### src/rtl/audio_pwm_out.sv
// audio_pwm_out: buffers scaled/saturated audio samples in a small FIFO and
// plays one sample per PWM frame on a single-bit output.
// Ports:
//   clk, rst      system clock, synchronous active-high reset
//   in_sample     16-bit unsigned mixed sample (bits [9:0] meaningful)
//   in_valid      sample present this cycle
//   in_ready      FIFO can accept (registered !full)
//   volume        right-shift applied at push
//   clr_flags     clears the sticky flags
//   pwm_out       registered PWM audio output
//   frame_start   one-cycle pulse on the cnt==0 cycle of each frame
//   fifo_level    entries currently held
//   underrun      sticky: a frame started with the FIFO empty
//   overflow      sticky: in_valid asserted while full
module audio_pwm_out #(
    parameter int unsigned FIFO_DEPTH = 4,
    parameter int unsigned PWM_BITS   = 8
) (
    input  logic                          clk,
    input  logic                          rst,
    input  logic [15:0]                   in_sample,
    input  logic                          in_valid,
    output logic                          in_ready,
    input  logic [2:0]                    volume,
    input  logic                          clr_flags,
    output logic                          pwm_out,
    output logic                          frame_start,
    output logic [$clog2(FIFO_DEPTH):0]   fifo_level,
    output logic                          underrun,
    output logic                          overflow
);

    localparam int unsigned PTR_W = $clog2(FIFO_DEPTH);
    localparam int unsigned LVL_W = PTR_W + 1;
    localparam logic [PWM_BITS-1:0] CNT_MAX = '1;

    logic [PWM_BITS-1:0] mem [FIFO_DEPTH];
    logic [PTR_W-1:0]    wr_ptr;
    logic [PTR_W-1:0]    rd_ptr;
    logic [PWM_BITS-1:0] cnt;
    logic [PWM_BITS-1:0] duty;

    logic [15:0]         shifted_c;
    logic [PWM_BITS-1:0] scaled_c;
    logic                push_c;
    logic                pop_c;
    logic                boundary_c;
    logic [PWM_BITS-1:0] cnt_next_c;
    logic [PWM_BITS-1:0] duty_next_c;
    logic [LVL_W-1:0]    level_next_c;
    logic                underrun_set_c;
    logic                overflow_set_c;

    // Volume shift on the full 16 bits, then saturate to PWM range
    assign shifted_c = in_sample >> volume;

    always_comb begin
        scaled_c = PWM_BITS'(shifted_c);
        if (shifted_c > 16'(CNT_MAX)) begin
            scaled_c = CNT_MAX;
        end
    end

    // Next-state: counter, pop at frame boundary, level bookkeeping, flag sets
    always_comb begin
        push_c         = in_valid & in_ready;
        boundary_c     = (cnt == CNT_MAX);
        pop_c          = boundary_c & (fifo_level != '0);
        cnt_next_c     = cnt + PWM_BITS'(1);
        duty_next_c    = duty;
        level_next_c   = fifo_level;
        underrun_set_c = boundary_c & (fifo_level == '0);
        overflow_set_c = in_valid & ~in_ready;

        if (pop_c) begin
            duty_next_c = mem[rd_ptr];
        end
        if (push_c && !pop_c) begin
            level_next_c = fifo_level + LVL_W'(1);
        end else if (pop_c && !push_c) begin
            level_next_c = fifo_level - LVL_W'(1);
        end
    end

    // Control state; in_ready tracks the post-update level so it is a pure register
    always_ff @(posedge clk) begin
        if (rst) begin
            cnt         <= '0;
            duty        <= '0;
            pwm_out     <= 1'b0;
            frame_start <= 1'b0;
            wr_ptr      <= '0;
            rd_ptr      <= '0;
            fifo_level  <= '0;
            in_ready    <= 1'b1;
            underrun    <= 1'b0;
            overflow    <= 1'b0;
        end else begin
            cnt         <= cnt_next_c;
            duty        <= duty_next_c;
            pwm_out     <= (cnt_next_c < duty_next_c);
            frame_start <= (cnt_next_c == '0);
            fifo_level  <= level_next_c;
            in_ready    <= (level_next_c != LVL_W'(FIFO_DEPTH));
            if (push_c) begin
                wr_ptr <= wr_ptr + PTR_W'(1);
            end
            if (pop_c) begin
                rd_ptr <= rd_ptr + PTR_W'(1);
            end
            // Set wins over a coincident clear
            underrun <= underrun_set_c | (underrun & ~clr_flags);
            overflow <= overflow_set_c | (overflow & ~clr_flags);
        end
    end

    // Sample storage; contents are don't-care until written
    always_ff @(posedge clk) begin
        if (push_c) begin
            mem[wr_ptr] <= scaled_c;
        end
    end

endmodule
### config.mk
export PLATFORM = sky130hd
export DESIGN_NAME = audio_pwm_out
export DESIGN_NICKNAME = d
export VERILOG_FILES = /design/src/rtl/audio_pwm_out.sv
export SDC_FILE = /design/constraint.sdc
export NUM_CORES = 1
export LEC_CHECK = 0
export BUFFER_PORTS_ARGS = -buffer_cell sky130_fd_sc_hd__buf_2
export CAP_MARGIN = 0
export CORE_MARGIN = 5
export CORE_UTILIZATION = 45
export DETAILED_ROUTE_END_ITERATION = 8
export PLACE_DENSITY = 0.73
export SYNTH_ARGS = -nofsm -noshare
export SYNTH_HDL_FRONTEND = slang
export SYNTH_SLANG_ARGS = --single-unit
export TNS_END_PERCENT = 5
### constraint.sdc
create_clock -name clk -period 2.9 [get_ports clk]
set_clock_uncertainty 0.05 [all_clocks]
set_input_delay 0.58 -clock clk [delete_from_list [all_inputs] [get_ports clk]]
set_output_delay 0.58 -clock clk [all_outputs]
set_load 0.005 [all_outputs]
==> out/qor.yml, run 1 <==
outcome: "finished, final reports clean"
dp.final_hpwl_um: 4350
power_density_nw_per_um2: 545
syn_area_um2: 3190
layout.area.seq_um2: 1560
numPortBuffers: 30
hold_violations: 0
hp-class: "flop to flop"
post-place-ws_ns: 0.157
synth_common_cells: "32 x edfxtp_1, 30 x dfxtp_1, 19 x nor2_1, 18 x mux4_2, 15 x ha_1"
area_delta_synth_final_pct: 15.2
post-route-period-util_pct: 93.1
relSlewSlack_pct: 48.3
crit_type: "flop to flop"
layout_min_cycle_time_ns: 2.70
power.switching_w: 0.000443
synth_most_common_cell: "edfxtp_1"
arrival_ns: 2.91
clkSinkCount: 62
synth.area.top_cells: "edfxtp_1 30%, dfxtp_1 19%, mux4_2 13%"
clock_path_buffers: 2
via_per_inst: 5.51
p_seq_share_pct: 48.3
synth_cell_type_count: 46
p_int_w: 0.00156
antennaDiodeCount: 0
critPathCaptureType: "flop"
nNetsFinal: 320
grt_pass1_wl_um: 9890
r2r.worst_path.cells: 11
coreArea_um2: 6830
die_width_um: 94.2
antenna_found_initial: 0
cap_violations: 0
start_kind: "flop"
path_max_fanout: 11
comb_power_share_pct: 10.5
rsz0062_at_grt: "no"
pin_count: 31
avgSynthCellArea_um2: 12.7
wl_per_cell_um: 15.2
synthArstFlopShare_pct: 0
clock_power_share_pct: 41.2
fp.dieH_um: 94.2
cts_tree: "yes"
ys_seq_area_share_pct: 49.0
multi_input_comb_area_um2: 1510
rows: 30
syn_inst: 250
total_power_w: 0.00200
fmax_mhz: 370
tns_ns: 0
grt_overflow_total: 0
cts-htree-levels: 3
worstMarginPinSlew_ns: 0.769
post_cts_buffers: 0
grt_usage_pct: 14.6
p_leak_nw: 1.35
vias: 2109
finalSetupViolCount: 0
drtPass1Iterations: 4
grt_max_degree: 29
clk_pin_slew_worst_paths_ns: 0.07
ys.flop_type: "edfxtp_1"
slew_violations: 0
drt_first_iter_violations: 110
yosys.area.top_type: "edfxtp_1"
synth_edf_count: 32
synth_nets: 288
worstPathRequired_ns: 3.11
first_global_vias: 2009
clock-root-buffer: "clkbuf_8"
synth_top_area_share_pct: 30.2
ant_nets: 0
drive_above_1_share_pct: 25.8
place_congestion: 0.771
start_util_pct: 46.6
clk_latency_ns: 0.33
switching_share_pct: 22.1
dieArea_um2: 8870
whs_path_depth: 1
cts_buffers: 9
drt_wl_total_um: 5830
vdd_drop_max_uv: 221
ys_ff_latch: 62
fillers: 580
finalWorstSetupSlack_ns: 0.200
yosysWarnings: 0
drc_errors: 0
-- power by group through the flow --
stage	clock network, W	logic, W	registers [W]
detailed placement	0	0.000209	0.000986
global placement	0	0.000206	0.000985
floorplan	0	0.000150	0.000983
global route	0.000889	0.000236	0.000970
CTS	0.000844	0.000210	0.000967
finish	0.000825	0.000209	0.000968
-- stage by stage --
stage | cell area (um^2) | utilization, % | std cells | hold WS (ns)
finish | 3670 | 53.7 | 383 | 0.454
global route | 3670 | 53.7 | 383 | 0.491
CTS | 3660 | 53.6 | 383 | 0.456
detailed placement | 3450 | 50.5 | 367 | 0.439
global placement | 3450 | 50.5 | 367 | 0.428
floorplan | 3190 | - | 250 | 0.388
-- layout by cell type (no fill, tap or decap), types with 7 or more instances in the layout --
cell type	n
and3_1	8
buf_2	30
clkbuf_8	10
dfxtp_1	28
edfxtp_1	32
ha_1	15
inv_1	13
mux2i_1	9
mux4_2	18
nand2_1	7
nor2_1	19
nor2b_1	8
-- worst max-delay path, cell delays in order (launching register included) --
cell,delay [ns]
dfxtp_2,0.38
inv_1,0.08
ha_1,0.23
nor2b_1,0.18
nor3_2,0.26
buf_12,0.18
mux2i_2,0.24
ha_1,0.27
a21oi_1,0.14
o211ai_1,0.13
a2111o_1,0.36
o22ai_1,0.10
-- per-layer routing --
layer | wire length, um | track usage, % | vias to the layer above | part of all wire [%]
met5 | 0 | 0 | - | 0
met4 | 103 | 6.50 | 0 | 1.8
met3 | 238 | 2.40 | 9 | 4.1
met2 | 2810 | 22.9 | 51 | 48
met1 | 2670 | 19.7 | 1026 | 46
li1 | - | - | 1023 | -
-- cell type report --
type	instances	area share [%]
timing repair buffer	36	5.66
sequential	62	42.6
clock buffer	13	4.06
clock inverter	3	1.84
tap	96	3.27
multi-input combinational	160	41.2
inverter	13	1.33
-- kinds of logic after synthesis --
group                    count (synthesis)  synth area share (%)
adder cells (fa/ha/maj)                 15                  5.89
AND/OR/NAND/NOR                         71                  11.9
flip-flops                              62                  49.0
buffers and inverters                   28                  3.81
multiplexers                            31                  18.3
AO/OA/AOI/OAI                           33                  8.32
XOR/XNOR                                10                  2.75
-- path summary, 6_finish.rpt --
path / start / end / slack, ns
setup / recovery: fifo_level[0]$_SDFF_PP0_ / pwm_out$_SDFF_PP0_ / 0.20
hold / removal: cnt[0]$_SDFF_PP0_ / cnt[0]$_SDFF_PP0_ / 0.45
setup reg to reg: fifo_level[0]$_SDFF_PP0_ / pwm_out$_SDFF_PP0_ / 0.20
hold reg to reg: cnt[0]$_SDFF_PP0_ / cnt[0]$_SDFF_PP0_ / 0.45
-- timing repair --
| item | CTS | global route |
|---|---|---|
| resized for setup | 0 | 3 |
| endpoints found under the setup margin | 0 | 1 |
| hold buffers | 0 | 0 |
| hold endpoints to repair | 0 | 0 |
-- flip-flops by register name, summed over array words and instances (netlist names), named ones only --
name / count
mem: 32
underrun: 1
in_ready: 1
fifo_level: 3
cnt: 8
frame_start: 1
rd_ptr: 2
overflow: 1
duty: 8
wr_ptr: 2
pwm_out: 1
No activity file was read; power rests on OpenSTA's default activity.
==> run 2, diff against run 1 <==
--- a/config.mk
+++ b/config.mk
@@ -7,7 +7,7 @@
 export LEC_CHECK = 0
 export BUFFER_PORTS_ARGS = -buffer_cell sky130_fd_sc_hd__buf_2
 export CAP_MARGIN = 0
-export CORE_MARGIN = 5
+export CORE_MARGIN = 2
 export CORE_UTILIZATION = 45
 export DETAILED_ROUTE_END_ITERATION = 8
 export PLACE_DENSITY = 0.73
==> out/qor.yml, run 2 (synthesis gave the netlist of run 1 again) <==
outcome: "finished, final reports clean"  # unchanged
top_register: "mem"  # unchanged
cpMostUsedCell: "ha_1"  # unchanged
drive_above_1_share_pct: 26.1  # was 25.8%
slowest_delay_ns: 0.43  # was 0.38 ns
place_congestion: 0.828  # was 0.771
numPortBuffers: 30  # unchanged
grt_usage_pct: 17.1  # was 14.6%
finalSetupViolCount: 0  # unchanged
grt_max_degree: 29  # unchanged
cpLargestDelayFamily: "compound AO/OA/AOI/OAI gates"  # unchanged
drt_first_iter_violations: 108  # was 110
ant_nets: 0  # unchanged
largest_reg_flops: 32  # unchanged
path_cells: "ha_1, nand3_1, nor3_2, buf_12, mux2i_1, ha_1, a21oi_1, o211ai_1, a2111o_1, o22ai_1"  # was inv_1, ha_1, nor2b_1, nor3_2, buf_12, mux2i_2, ha_1, a21oi_1, o211ai_1, a2111o_1, o22ai_1
comb_power_share_pct: 11.0  # was 10.5%
clk_pin_slew_worst_paths_ns: 0.07  # about the same
clock_path_buffers: 2  # unchanged
reg.largest.list: "mem x32, cnt x8, duty x8"  # unchanged
path_max_fanout: 11  # unchanged
relSlewSlack_pct: 48.0  # was 48.3%
worstPathRequired_ns: 3.11  # about the same
cts-htree-levels: 3  # unchanged
drc_errors: 0  # unchanged
clock_power_share_pct: 39.1  # was 41.2%
wl_per_cell_um: 16.1  # was 15.2 um
fmax_mhz: 373  # was 370 MHz
cap_violations: 0  # unchanged
critPathCaptureType: "flop"  # unchanged
die_width_um: 88.2  # was 94.2 um
clock-root-buffer: "clkbuf_8"  # unchanged
hold_violations: 0  # unchanged
vdd_drop_max_uv: 254  # was 221 uV
layout.area.seq_um2: 1560  # about the same
tns_ns: 0  # unchanged
mostFrequentLayoutCell: "edfxtp_1"  # unchanged
hp-class: "flop to flop"  # unchanged
crit_type: "flop to flop"  # unchanged
fillers: 597  # was 580
slew_violations: 0  # unchanged
clkSinkCount: 62  # unchanged
drtPass1Iterations: 4  # unchanged
dp.final_hpwl_um: 4510  # was 4350 um
via_per_inst: 5.53  # was 5.51
pin_count: 31  # unchanged
grt_overflow_total: 0  # unchanged
path_buf_inv: 1  # was 2
critPathSlowestCell: "dfxtp_1"  # was dfxtp_2
dieArea_um2: 7770  # was 8870 um^2
coreArea_um2: 6830  # unchanged
p_leak_nw: 1.34  # was 1.35 nW
antennaDiodeCount: 0  # unchanged
power.switching_w: 0.000473  # was 0.000443 W
place_inst: 367  # unchanged
worstMarginPinSlew_ns: 0.773  # was 0.769 ns
post_cts_buffers: 0  # unchanged
vias: 2117  # was 2109
post-route-period-util_pct: 92.5  # was 93.1%
rsz0062_at_grt: "no"  # unchanged
start_util_pct: 46.6  # unchanged
antenna_found_initial: 0  # unchanged
start_kind: "flop"  # unchanged
switching_share_pct: 24.4  # was 22.1%
stdcell_count: 383  # unchanged
power_density_nw_per_um2: 532  # was 545 nW/um^2
fp.dieH_um: 88.2  # was 94.2 um
rows: 30  # unchanged
p_seq_share_pct: 49.9  # was 48.3%
p_int_w: 0.00147  # was 0.00156 W
cts_tree: "yes"  # unchanged
drt_wl_total_um: 6160  # was 5830 um
reg2reg_slack_ns: 0.22  # was 0.20 ns
final_cell_mix: "32 x edfxtp_1, 30 x buf_2, 29 x dfxtp_1, 19 x nor2_1, 18 x mux4_2"  # was 32 x edfxtp_1, 30 x buf_2, 28 x dfxtp_1, 19 x nor2_1, 18 x mux4_2
multi_input_comb_area_um2: 1510  # about the same
grt_pass1_wl_um: 9870  # was 9890 um
first_global_vias: 2099  # was 2009
nNetsFinal: 320  # unchanged
arrival_ns: 2.89  # was 2.91 ns
clk_latency_ns: 0.34  # was 0.33 ns
cts_buffers: 9  # unchanged
layout_min_cycle_time_ns: 2.68  # was 2.70 ns
area_delta_synth_final_pct: 14.4  # was 15.2%
==> run 2: layout make-up <==
cell class | count | area share, %
repair buffers | 36 | 5.69
clock inverters | 6 | 1.68
well taps | 96 | 3.29
inverters | 13 | 1.34
flip-flops and latches | 62 | 42.8
multi-input cells | 160 | 41.4
clock buffers | 10 | 3.77
==> run 2: power groups by stage <==
| stage | Sequential [W] | Clock [W] | Combinational, W |
|---|---|---|---|
| 2_1_floorplan | 0.000983 | 0 | 0.000150 |
| 3_3_place_gp | 0.000985 | 0 | 0.000206 |
| 3_5_place_dp | 0.000988 | 0 | 0.000211 |
| 4_1_cts | 0.000968 | 0.000768 | 0.000213 |
| 5_1_grt | 0.000970 | 0.000808 | 0.000236 |
| 6_report | 0.000968 | 0.000758 | 0.000213 |
==> run 2: what timing repair did <==
item | 4_1_cts | 5_1_grt
endpoints found under the hold margin | 0 | 0
hold buffers | 0 | 0
resized for setup | 0 | 1
setup endpoints to repair | 0 | 1
==> run 2: metrics by stage <==
stage / util [%] / instance area, um^2 / total power, W / setup WS [ns] / hold WS [ns]
after floorplan: - / 3190 / 0.00113 / 0.186 / 0.388
after global placement: 50.5 / 3450 / 0.00119 / 0.271 / 0.429
after detailed placement: 50.5 / 3450 / 0.00120 / 0.151 / 0.438
after CTS: 53.4 / 3650 / 0.00195 / 0.113 / 0.456
after global routing: 53.4 / 3650 / 0.00201 / 0.00343 / 0.474
final: 53.4 / 3650 / 0.00194 / 0.217 / 0.449
==> run 2: path summary, 6_finish.rpt <==
kind / start / end / depth (start not counted)
max reg2reg: cnt[0]$_SDFF_PP0_ / pwm_out$_SDFF_PP0_ / 10
min: duty[6]$_SDFF_PP0_ / duty[6]$_SDFF_PP0_ / 2
min reg2reg: duty[6]$_SDFF_PP0_ / duty[6]$_SDFF_PP0_ / 2
max: cnt[0]$_SDFF_PP0_ / pwm_out$_SDFF_PP0_ / 10
==> run 2: metal layers <==
| layer | wire [um] | global-route usage (%) | vias up |
|---|---|---|---|
| li1 | - | - | 1021 |
| met1 | 2750 | 20.8 | 1045 |
| met2 | 3100 | 28.8 | 42 |
| met3 | 195 | 3.68 | 9 |
| met4 | 119 | 8.40 | 0 |
| met5 | 0 | 0 | - |
==> run 2: worst min-delay path, delay by kind of cell, from the launching register on <==
| kind | cells | cell delay (ns) |
|---|---|---|
| AND/OR/NAND/NOR | 1 | 0.08 |
| flip-flops | 1 | 0.31 |
| multiplexers | 1 | 0.08 |
